<file path="src/rtl/mdu_pkg.sv">
// mdu_pkg
//   Shared definitions for the RV32M multiply/divide sequencing controller:
//   funct3 encodings of the M extension, the controller FSM state type,
//   and the architectural results used for division special cases.
package mdu_pkg;

  localparam logic [2:0] MD_MUL    = 3'b000;
  localparam logic [2:0] MD_MULH   = 3'b001;
  localparam logic [2:0] MD_MULHSU = 3'b010;
  localparam logic [2:0] MD_MULHU  = 3'b011;
  localparam logic [2:0] MD_DIV    = 3'b100;
  localparam logic [2:0] MD_DIVU   = 3'b101;
  localparam logic [2:0] MD_REM    = 3'b110;
  localparam logic [2:0] MD_REMU   = 3'b111;

  localparam logic [31:0] DIV0_Q  = 32'hFFFF_FFFF;
  localparam logic [31:0] INT_MIN = 32'h8000_0000;

  typedef enum logic [1:0] {
    IDLE = 2'd0,
    EXEC = 2'd1,
    DONE = 2'd2
  } state_t;

  // funct3[2] separates the divide/remainder group from the multiply group.
  function automatic logic is_div_op(input logic [2:0] funct3);
    return funct3[2];
  endfunction

endpackage

</file>
<file path="src/rtl/mdu_fixup.sv">
// mdu_fixup
//   Combinational resolver for the RV32M division corner cases. It is
//   compiled only when MDU_FIXUP_EN is defined.
//   Ports:
//     rs1, rs2     in  32  registered operands
//     funct3       in  3   registered M-extension funct3
//     is_special   out 1   operands hit divide-by-zero or signed overflow
//     special_val  out 32  architectural result for that case
`ifdef MDU_FIXUP_EN
import mdu_pkg::*;

module mdu_fixup (
  input  logic [31:0] rs1,
  input  logic [31:0] rs2,
  input  logic [2:0]  funct3,
  output logic        is_special,
  output logic [31:0] special_val
);

  // Divide by zero applies to all four divide ops; the INT_MIN / -1
  // overflow only applies to the signed pair DIV/REM.
  always_comb begin
    is_special  = 1'b0;
    special_val = '0;
    if (is_div_op(funct3)) begin
      if (rs2 == '0) begin
        is_special  = 1'b1;
        special_val = (funct3 == MD_REM || funct3 == MD_REMU) ? rs1 : DIV0_Q;
      end else if ((funct3 == MD_DIV || funct3 == MD_REM) &&
                   rs1 == INT_MIN && rs2 == 32'hFFFF_FFFF) begin
        is_special  = 1'b1;
        special_val = (funct3 == MD_DIV) ? INT_MIN : 32'h0;
      end
    end
  end

endmodule
`endif

</file>
<file path="src/rtl/mdu_seq_ctrl.sv">
// mdu_seq_ctrl
//   Sequencing front-end for a combinational RV32M multiply/divide unit.
//   Accepts one op, holds its operands steady on the MDU for a fixed
//   settle window (MUL_CYCLES or DIV_CYCLES), captures the result and
//   offers it to writeback. At most one op is in flight.
//   Optional build macro: MDU_FIXUP_EN resolves divide-by-zero and signed
//   overflow in the controller, returning the fixed value after one cycle.
//   Ports:
//     clk, rst_n                   clock, async active-low reset
//     req_valid/req_ready          issue handshake
//     req_rs1/rs2/funct3/rd        op operands, funct3, destination
//     flush                        aborts any in-flight op
//     mdu_rs1/rs2/function3        registered values driving the MDU
//     mdu_result                   combinational MDU result
//     rsp_valid/rsp_ready          writeback handshake
//     rsp_data/rsp_rd              captured result and destination
//     busy                         controller is not idle
import mdu_pkg::*;

module mdu_seq_ctrl #(
  parameter int MUL_CYCLES = 1,
  parameter int DIV_CYCLES = 4,
  parameter int CNT_W      = 3
) (
  input  logic        clk,
  input  logic        rst_n,
  input  logic        req_valid,
  output logic        req_ready,
  input  logic [31:0] req_rs1,
  input  logic [31:0] req_rs2,
  input  logic [2:0]  req_funct3,
  input  logic [4:0]  req_rd,
  input  logic        flush,
  output logic [31:0] mdu_rs1,
  output logic [31:0] mdu_rs2,
  output logic [2:0]  mdu_function3,
  input  logic [31:0] mdu_result,
  output logic        rsp_valid,
  input  logic        rsp_ready,
  output logic [31:0] rsp_data,
  output logic [4:0]  rsp_rd,
  output logic        busy
);

  localparam logic [CNT_W-1:0] MUL_LOAD = CNT_W'(MUL_CYCLES - 1);
  localparam logic [CNT_W-1:0] DIV_LOAD = CNT_W'(DIV_CYCLES - 1);

  state_t           state, state_nxt;
  logic [CNT_W-1:0] cnt;
  logic             accept;
  logic             capture;
  logic             cap_now;
  logic [31:0]      cap_val;

  assign req_ready = (state == IDLE);
  assign busy      = (state != IDLE);
  assign rsp_valid = (state == DONE);

  // A flush in the same cycle as an offered op means the op is refused.
  assign accept = req_valid && req_ready && !flush;

`ifdef MDU_FIXUP_EN
  logic        is_special;
  logic [31:0] special_val;

  // Special cases are judged on the registered operands, so the fixed
  // value is ready after the first EXEC cycle.
  mdu_fixup u_fixup (
    .rs1         (mdu_rs1),
    .rs2         (mdu_rs2),
    .funct3      (mdu_function3),
    .is_special  (is_special),
    .special_val (special_val)
  );

  assign cap_now = (cnt == '0) || is_special;
  assign cap_val = is_special ? special_val : mdu_result;
`else
  assign cap_now = (cnt == '0);
  assign cap_val = mdu_result;
`endif

  always_ff @(posedge clk or negedge rst_n) begin
    if (!rst_n) state <= IDLE;
    else        state <= state_nxt;
  end

  // Flush overrides every transition; a response handshaken together with
  // a flush is simply treated as consumed.
  always_comb begin
    state_nxt = state;
    capture   = 1'b0;
    if (flush) begin
      state_nxt = IDLE;
    end else begin
      unique case (state)
        IDLE: if (req_valid) state_nxt = EXEC;
        EXEC: if (cap_now) begin
          state_nxt = DONE;
          capture   = 1'b1;
        end
        DONE: if (rsp_ready) state_nxt = IDLE;
        default: state_nxt = IDLE;
      endcase
    end
  end

  // Operands stay frozen from accept until the next accept so the MDU
  // output settles; the counter sets the settle window per op class.
  always_ff @(posedge clk or negedge rst_n) begin
    if (!rst_n) begin
      mdu_rs1       <= '0;
      mdu_rs2       <= '0;
      mdu_function3 <= '0;
      rsp_data      <= '0;
      rsp_rd        <= '0;
      cnt           <= '0;
    end else if (accept) begin
      mdu_rs1       <= req_rs1;
      mdu_rs2       <= req_rs2;
      mdu_function3 <= req_funct3;
      rsp_rd        <= req_rd;
      cnt           <= is_div_op(req_funct3) ? DIV_LOAD : MUL_LOAD;
    end else if (capture) begin
      rsp_data <= cap_val;
    end else if (state == EXEC) begin
      cnt <= cnt - CNT_W'(1);
    end
  end

endmodule

</file>
<file path="config.mk">
export PLATFORM = sky130hd
export DESIGN_NAME = mdu_seq_ctrl
export DESIGN_NICKNAME = d
export VERILOG_FILES = /design/src/rtl/mdu_pkg.sv /design/src/rtl/mdu_fixup.sv /design/src/rtl/mdu_seq_ctrl.sv
export SDC_FILE = /design/constraint.sdc
export NUM_CORES = 1
export LEC_CHECK = 0
export ABC_AREA = 0
export CORE_ASPECT_RATIO = 0.8
export CORE_MARGIN = 4
export CORE_UTILIZATION = 35
export DETAILED_ROUTE_END_ITERATION = 8
export HOLD_SLACK_MARGIN = 0.15
export PLACE_DENSITY = 0.72
export SETUP_SLACK_MARGIN = 0.05
export SLEW_MARGIN = 20
export SYNTH_ARGS = -nofsm -noshare
export SYNTH_HDL_FRONTEND = slang
export SYNTH_SLANG_ARGS = --single-unit
</file>
<file path="constraint.sdc">
create_clock -name clk -period 2.6 [get_ports clk]
set_clock_uncertainty 0.2 [all_clocks]
set_input_delay 0.52 -clock clk [delete_from_list [all_inputs] [get_ports clk]]
set_output_delay 0.52 -clock clk [all_outputs]
set_load 0.1 [all_outputs]
</file>
==> results of run 1 <==
[worst max-delay path: cells and delay by family, from the launching register on]
family	cells	cell delay, ps
buffers and inverters	1	220
and+or+nand+nor	1	310
DFF	1	560
[logic make-up (layout without fill, tap and decap cells)]
group | count (synthesis) | in the layout | synth area share [%]
AOI/OAI and AO/OA | 8 | 8 | 1.07
adders and majority gates | 2 | 2 | 0.594
buffers and inverters | 23 | 243 | 3.62
DFF | 109 | 109 | 64.8
muxes | 32 | 32 | 8.56
and+or+nand+nor | 230 | 230 | 21.4
[area by class of cell]
| class | instances | area, µm² | share of cell area [%] |
|---|---|---|---|
| Inverter | 4 | 15.0 | 0.228 |
| Clock inverter | 4 | 50.0 | 0.760 |
| Timing Repair Buffer | 224 | 2030 | 30.8 |
| Tap cell | 148 | 185 | 2.81 |
| Multi-Input combinational cell | 272 | 1350 | 20.5 |
| Sequential cell | 109 | 2730 | 41.4 |
| Clock buffer | 11 | 233 | 3.53 |
[state kept, by name, summed over array words and instances (netlist names)]
signal,flops
rsp_rd,5
mdu_rs1,32
rsp_data,32
mdu_function3,3
state,2
cnt,3
mdu_rs2,32
[cell usage in the layout, fill, tap and decap left out]
cell type                         Yosys  final
sky130_fd_sc_hd__a21oi_1              1      1
sky130_fd_sc_hd__dfrtp_1            109    109
sky130_fd_sc_hd__nand2_1            217    217
sky130_fd_sc_hd__o21ai_0              4      4
sky130_fd_sc_hd__inv_1                4      4
sky130_fd_sc_hd__or3_1                3      3
sky130_fd_sc_hd__buf_12               0      6
sky130_fd_sc_hd__ha_1                 2      2
sky130_fd_sc_hd__a31oi_1              2      2
sky130_fd_sc_hd__a21o_1               1      1
sky130_fd_sc_hd__bufinv_16            0      1
sky130_fd_sc_hd__clkinv_2             0      1
sky130_fd_sc_hd__nor4b_2              0      1
sky130_fd_sc_hd__nor2_4               0      1
sky130_fd_sc_hd__or4b_4               1      1
sky130_fd_sc_hd__mux2_2              32     32
sky130_fd_sc_hd__clkbuf_16            0      9
sky130_fd_sc_hd__nor3_1               1      1
sky130_fd_sc_hd__nand2b_1             1      1
sky130_fd_sc_hd__dlygate4sd3_1        0      1
sky130_fd_sc_hd__clkdlybuf4s50_1      0    107
sky130_fd_sc_hd__nor2_1               3      2
sky130_fd_sc_hd__clkinvlp_4           0      2
sky130_fd_sc_hd__nor2b_1              2      2
sky130_fd_sc_hd__nor3_4               0      1
sky130_fd_sc_hd__buf_4                3    110
sky130_fd_sc_hd__clkbuf_1             2      2
[metrics by stage]
| step | std cells | setup slack, ps | area (µm²) | util [%] |
|---|---|---|---|---|
| global route | 772 | 394 | 6590 | 56.6 |
| floorplan | 404 | 9.31 | 4220 | - |
| finish | 772 | 461 | 6590 | 56.6 |
| detailed placement | 756 | 210 | 6300 | 54.0 |
| CTS | 772 | 443 | 6590 | 56.6 |
| global placement | 756 | 253 | 6300 | 54.0 |
[metal layers]
layer / vias up / share of wire [%] / track usage, %
met5: - / 0 / 0
met4: 0 / 1.1 / 3.82
met3: 12 / 11 / 6.78
met2: 163 / 46 / 25.5
met1: 1640 / 42 / 20.7
li1: 1692 / - / -
[what timing repair did]
action | in CTS | in global routing
gates resized for setup | 0 | 0
endpoints found under the setup margin | 0 | 0
hold endpoints to repair | 43 | 0
hold buffers | 1 | 0
[how the worst min path moves through the flow]
stage,start,to,slack [ps],cells past startpoint
2_1_floorplan,rst_n,cnt[0],20,0
3_3_place_gp,mdu_rs2[0],mdu_rs2[0],260,2
3_5_place_dp,mdu_rs1[16],mdu_rs1[16],260,2
4_1_cts,mdu_rs1[16],mdu_rs1[16],280,2
5_1_grt,mdu_rs1[23],mdu_rs1[23],310,2
6_report,mdu_rs1[16],mdu_rs1[16],280,2
==> impl_metrics.py, run 1 <==
metrics = {
    "flow_run": {
        "maxCapViolCount": 0,
    },
    "placement": {
        "place.gp.congestion": 0.828,
        "dp_hpwl_mm": 8.49,
        "numPortBuffers": 215,
    },
    "setup_path": {
        "cp_data_arrival_time_ps": 1420,
        "worst-endpoint-required_ps": 1880,
        "worst_r2r_path_depth": 7,
        "critPathSlowestCell": "sky130_fd_sc_hd__dfrtp_1",
        "setup.worst_path.end": "rsp_valid",
        "worstSetupEndpointType": "output port",
        "critical_path_class": "reg -> out",
        "cp_slowest_stage_delay_ps": 560,
        "worstPathMaxFanout": 7,
        "timing.critical_path.from": "state[1]",
        "r2r_slack_ps": 610,
        "r2r-start": "cnt[0]",
        "crit_chain": "nor2b_1, buf_12",
        "timing.critical_path.from_type": "flop",
        "timing.rr.end": "rsp_data[17]",
    },
    "synthesis": {
        "syn-num-nets": 515,
        "synth.top_cell.area_share_pct": 64.8,
        "post_synth_instance_area_mm2": 0.00421,
        "ys_seq_elements": 109,
        "async_flop_share_pct": 100,
        "yosysSeqAreaShare_pct": 64.8,
        "synth_top_area_cell": "sky130_fd_sc_hd__dfrtp_1",
        "avgSynthCellArea_um2": 10.4,
        "synth.top_cells.by_area": "sky130_fd_sc_hd__dfrtp_1 65%, sky130_fd_sc_hd__nand2_1 19%, sky130_fd_sc_hd__mux2_2 8.6%",
        "post_synth_num_cell_types": 21,
        "synth_most_common_cell": "sky130_fd_sc_hd__nand2_1",
        "yosys_most_used_dff": "sky130_fd_sc_hd__dfrtp_1",
        "synth.cells.most_frequent": "217 x sky130_fd_sc_hd__nand2_1, 109 x sky130_fd_sc_hd__dfrtp_1, 32 x sky130_fd_sc_hd__mux2_2",
        "synth_enable_flop_cells": 0,
        "yosysWarningCount": 0,
        "netlist_instances": 404,
    },
    "finish": {
        "fraction_of_final_layout_cells_with_drive_strength_greater_than_1_pct": 26.4,
        "finish.net_count": 731,
        "filler_cell_count": 1014,
        "n_antenna_cell": 0,
        "area_delta_synth_final_pct": 56.4,
    },
    "clock_tree": {
        "clock-root-buffer": "sky130_fd_sc_hd__clkbuf_16",
        "clock_sinks": 109,
        "postCtsSetupRepairBufs": 0,
        "inserted_clock_buffers": 9,
        "clock_path_buffers": 2,
        "tritoncts": "built",
        "htree_num_levels": 3,
        "worst_setup_hold_path_clk_slew_ps": 60,
        "clk-insertion-delay-late_ps": 340,
    },
    "die": {
        "row_count": 35,
        "fp.dieArea_mm2": 0.0139,
        "floorplan_die_width_um": 131,
        "floorplan.initialDensity_pct": 36.2,
        "core_area_mm2": 0.0116,
        "top_level_ports": 216,
        "die_height_um": 106,
    },
    "timing": {
        "timing.final.hold_violations": 0,
        "setup_viol": 0,
        "setup-tns-final_ps": 0,
        "maxSlewHeadroom_pct": 58.7,
        "worst_pin_slew_ps": 619,
        "period_minus_slack_ps": 2140,
        "rsz_0062_raised_after_global_routing": "no",
        "maxSlewViolCount": 0,
        "fmax_mhz": 468,
        "fin_hold_ws_ps": 276,
        "finalCritPeriodShare_pct": 82.3,
    },
    "global_routing": {
        "largest_net_degree_at_the_start_of_global_routing": 74,
        "grt_pass1_wl_mm": 17.9,
        "grt.total_usage_pct": 16.2,
        "initial_antenna_violation_count": 0,
        "first_global_vias": 3598,
        "grt_overflow_total": 0,
    },
    "route": {
        "first_iter_violations": 202,
        "drc_errors": 0,
        "detail_route.first_pass.iterations": 4,
        "route.detailed.vias_per_inst": 4.54,
        "routed-via-count": 3507,
        "wl_per_cell_um": 14.6,
        "drt_wl_total_mm": 11.3,
        "detail-route-antenna-nets": 0,
    },
    "outcome": {
        "status": "complete, no violations",
    },
    "hold_path": {
        "min-delay-path-class": "reg -> reg",
    },
}
Power of run 1 is not shown: default switching activity piles up to over one toggle a cycle in this logic, so the estimate is an artifact.
==> run 2, diff against run 1 <==
==> constraint.sdc (replaced) <==
create_clock -name clk -period 2.24 [get_ports clk]
set_clock_uncertainty 0.2 [all_clocks]
set_input_delay 0.448 -clock clk [delete_from_list [all_inputs] [get_ports clk]]
set_output_delay 0.448 -clock clk [all_outputs]
set_load 0.1 [all_outputs]
==> run 2 against run 1 <==
  * Register-to-register slack worse by 300 ps
  * Die area stayed put
  * Core utilization is 0.58 points higher
  * Count of clock-buffer cells in the layout is 1 higher
  * Final cell count is 0.52% higher
  * Final area is 1.0% higher
  * Worst setup slack worse by 240 ps
  * Global-route usage stayed put
  * Non-clock buffer count is 3 higher
  * Worst hold slack better by 1.0 ps
  * Routed wire length is 0.51% lower
  * Highest routed layer unchanged
==> impl_metrics.py, run 2 (synthesis gave the netlist of run 1 again) <==
metrics = {
    "outcome": {
        "status": "complete, no violations",
    },
    "timing": {
        "fmax_mhz": 496,
        "timing.final.hold_violations": 0,
        "worst_pin_slew_ps": 569,
        "period_minus_slack_ps": 2020,
        "finalCritPeriodShare_pct": 90.1,
        "maxSlewViolCount": 0,
        "setup-tns-final_ps": 0,
        "rsz_0062_raised_after_global_routing": "no",
        "maxSlewHeadroom_pct": 62.1,
        "setup_viol": 0,
    },
    "route": {
        "drt_wl_total_mm": 11.2,
        "drc_errors": 0,
        "detail-route-antenna-nets": 0,
        "route.detailed.vias_per_inst": 4.47,
        "routed-via-count": 3470,
        "wl_per_cell_um": 14.5,
        "first_iter_violations": 142,
        "detail_route.first_pass.iterations": 4,
    },
    "finish": {
        "filler_cell_count": 1012,
        "layout.cells.most_common_list": "217 x sky130_fd_sc_hd__nand2_1, 110 x sky130_fd_sc_hd__buf_4, 109 x sky130_fd_sc_hd__dfrtp_1",
        "n_antenna_cell": 0,
        "final_common_cell": "sky130_fd_sc_hd__nand2_1",
        "fraction_of_final_layout_cells_with_drive_strength_greater_than_1_pct": 27.2,
        "area_delta_synth_final_pct": 58.1,
        "finish.net_count": 734,
        "reg.largest.list": "mdu_rs1 x32, mdu_rs2 x32, rsp_data x32",
    },
    "clock_tree": {
        "worst_setup_hold_path_clk_slew_ps": 70,
        "clock_sinks": 109,
        "clock_path_buffers": 2,
        "htree_num_levels": 3,
        "tritoncts": "built",
        "postCtsSetupRepairBufs": 0,
        "inserted_clock_buffers": 9,
        "clk-insertion-delay-late_ps": 340,
        "clock-root-buffer": "sky130_fd_sc_hd__clkbuf_16",
    },
    "setup_path": {
        "worstSetupEndpointType": "output port",
        "worstPathMaxFanout": 7,
        "worst-endpoint-required_ps": 1590,
        "cp_data_arrival_time_ps": 1370,
        "critical_path_class": "reg -> out",
        "timing.critical_path.from_type": "flop",
    },
    "die": {
        "floorplan.initialDensity_pct": 36.2,
        "core_area_mm2": 0.0116,
        "floorplan_die_width_um": 131,
        "die_height_um": 106,
        "fp.dieArea_mm2": 0.0139,
        "row_count": 35,
        "top_level_ports": 216,
    },
    "global_routing": {
        "grt.total_usage_pct": 16.2,
        "globalRouteMet2Util_pct": 25.0,
        "largest_net_degree_at_the_start_of_global_routing": 43,
        "grt_overflow_total": 0,
        "initial_antenna_violation_count": 0,
        "globalRoute.busiestLayer": "met2",
        "first_global_vias": 3602,
        "met1_usage_pct": 20.5,
        "grt_pass1_wl_mm": 17.8,
        "met3_usage_pct": 6.63,
    },
    "hold_path": {
        "min-delay-path-class": "reg -> reg",
    },
    "placement": {
        "place.gp.congestion": 0.813,
        "dp_hpwl_mm": 8.58,
        "numPortBuffers": 215,
    },
    "flow_run": {
        "maxCapViolCount": 0,
    },
}
-- run 2: area by class of cell --
cell class                      instances  area (µm²)  area share [%]
Inverter                                4        15.0           0.226
Sequential cell                       109        2730            41.0
Clock buffer                           12         256            3.85
Timing Repair Buffer                  227        2090            31.4
Tap cell                              148         185            2.78
Clock inverter                          4        31.3           0.470
Multi-Input combinational cell        272        1350            20.3
-- run 2: final timing paths --
kind,start,endpoint,slack (ps),depth (start not counted)
max,state[1],rsp_valid,220,2
min,mdu_rs1[16],mdu_rs1[16],280,2
max reg2reg,cnt[0],rsp_data[20],310,7
min reg2reg,mdu_rs1[16],mdu_rs1[16],280,2
max in group asynchronous,rst_n,mdu_rs2[18],780,3
min in group asynchronous,rst_n,mdu_rs2[11],440,2
-- run 2: through the flow --
stage | std cells | setup slack (ps) | utilization (%) | hold slack, ps | area [µm²]
after floorplan | 404 | 50.4 | - | -47.6 | 4220
after global placement | 759 | 13.6 | 54.6 | 259 | 6360
after detailed placement | 759 | 24.9 | 54.6 | 264 | 6360
after CTS | 776 | 209 | 57.1 | 282 | 6660
after global routing | 776 | 155 | 57.1 | 305 | 6660
final | 776 | 223 | 57.1 | 277 | 6660
-- run 2: layer usage --
layer	routed length (µm)	vias to the layer above
met5	0	-
met4	180	0
met3	1120	14
met2	5210	144
met1	4720	1612
li1	-	1700
-- run 2: timing repair --
item | in CTS | in global routing
hold endpoints to repair | 40 | 0
hold buffers | 1 | 0
gates resized for setup | 0 | 0
-- run 2: worst max-delay path, stage by stage (launching register included) --
cell and delay, ps:
sky130_fd_sc_hd__dfrtp_1 540, sky130_fd_sc_hd__nor2b_2 290, sky130_fd_sc_hd__buf_12 200
Power of run 2 is left out for the same reason.
==> run 3, diff against run 2 <==
--- a/config.mk
+++ b/config.mk
@@ -9,6 +9,7 @@
 export CORE_ASPECT_RATIO = 0.8
 export CORE_MARGIN = 4
 export CORE_UTILIZATION = 35
+export CTS_CLUSTER_DIAMETER = 30
 export DETAILED_ROUTE_END_ITERATION = 8
 export HOLD_SLACK_MARGIN = 0.15
 export PLACE_DENSITY = 0.72
==> results of run 3 <==
The final DEF is identical to that of run 2; final timing and power are the same.
Power of run 3 is left out for the same reason.
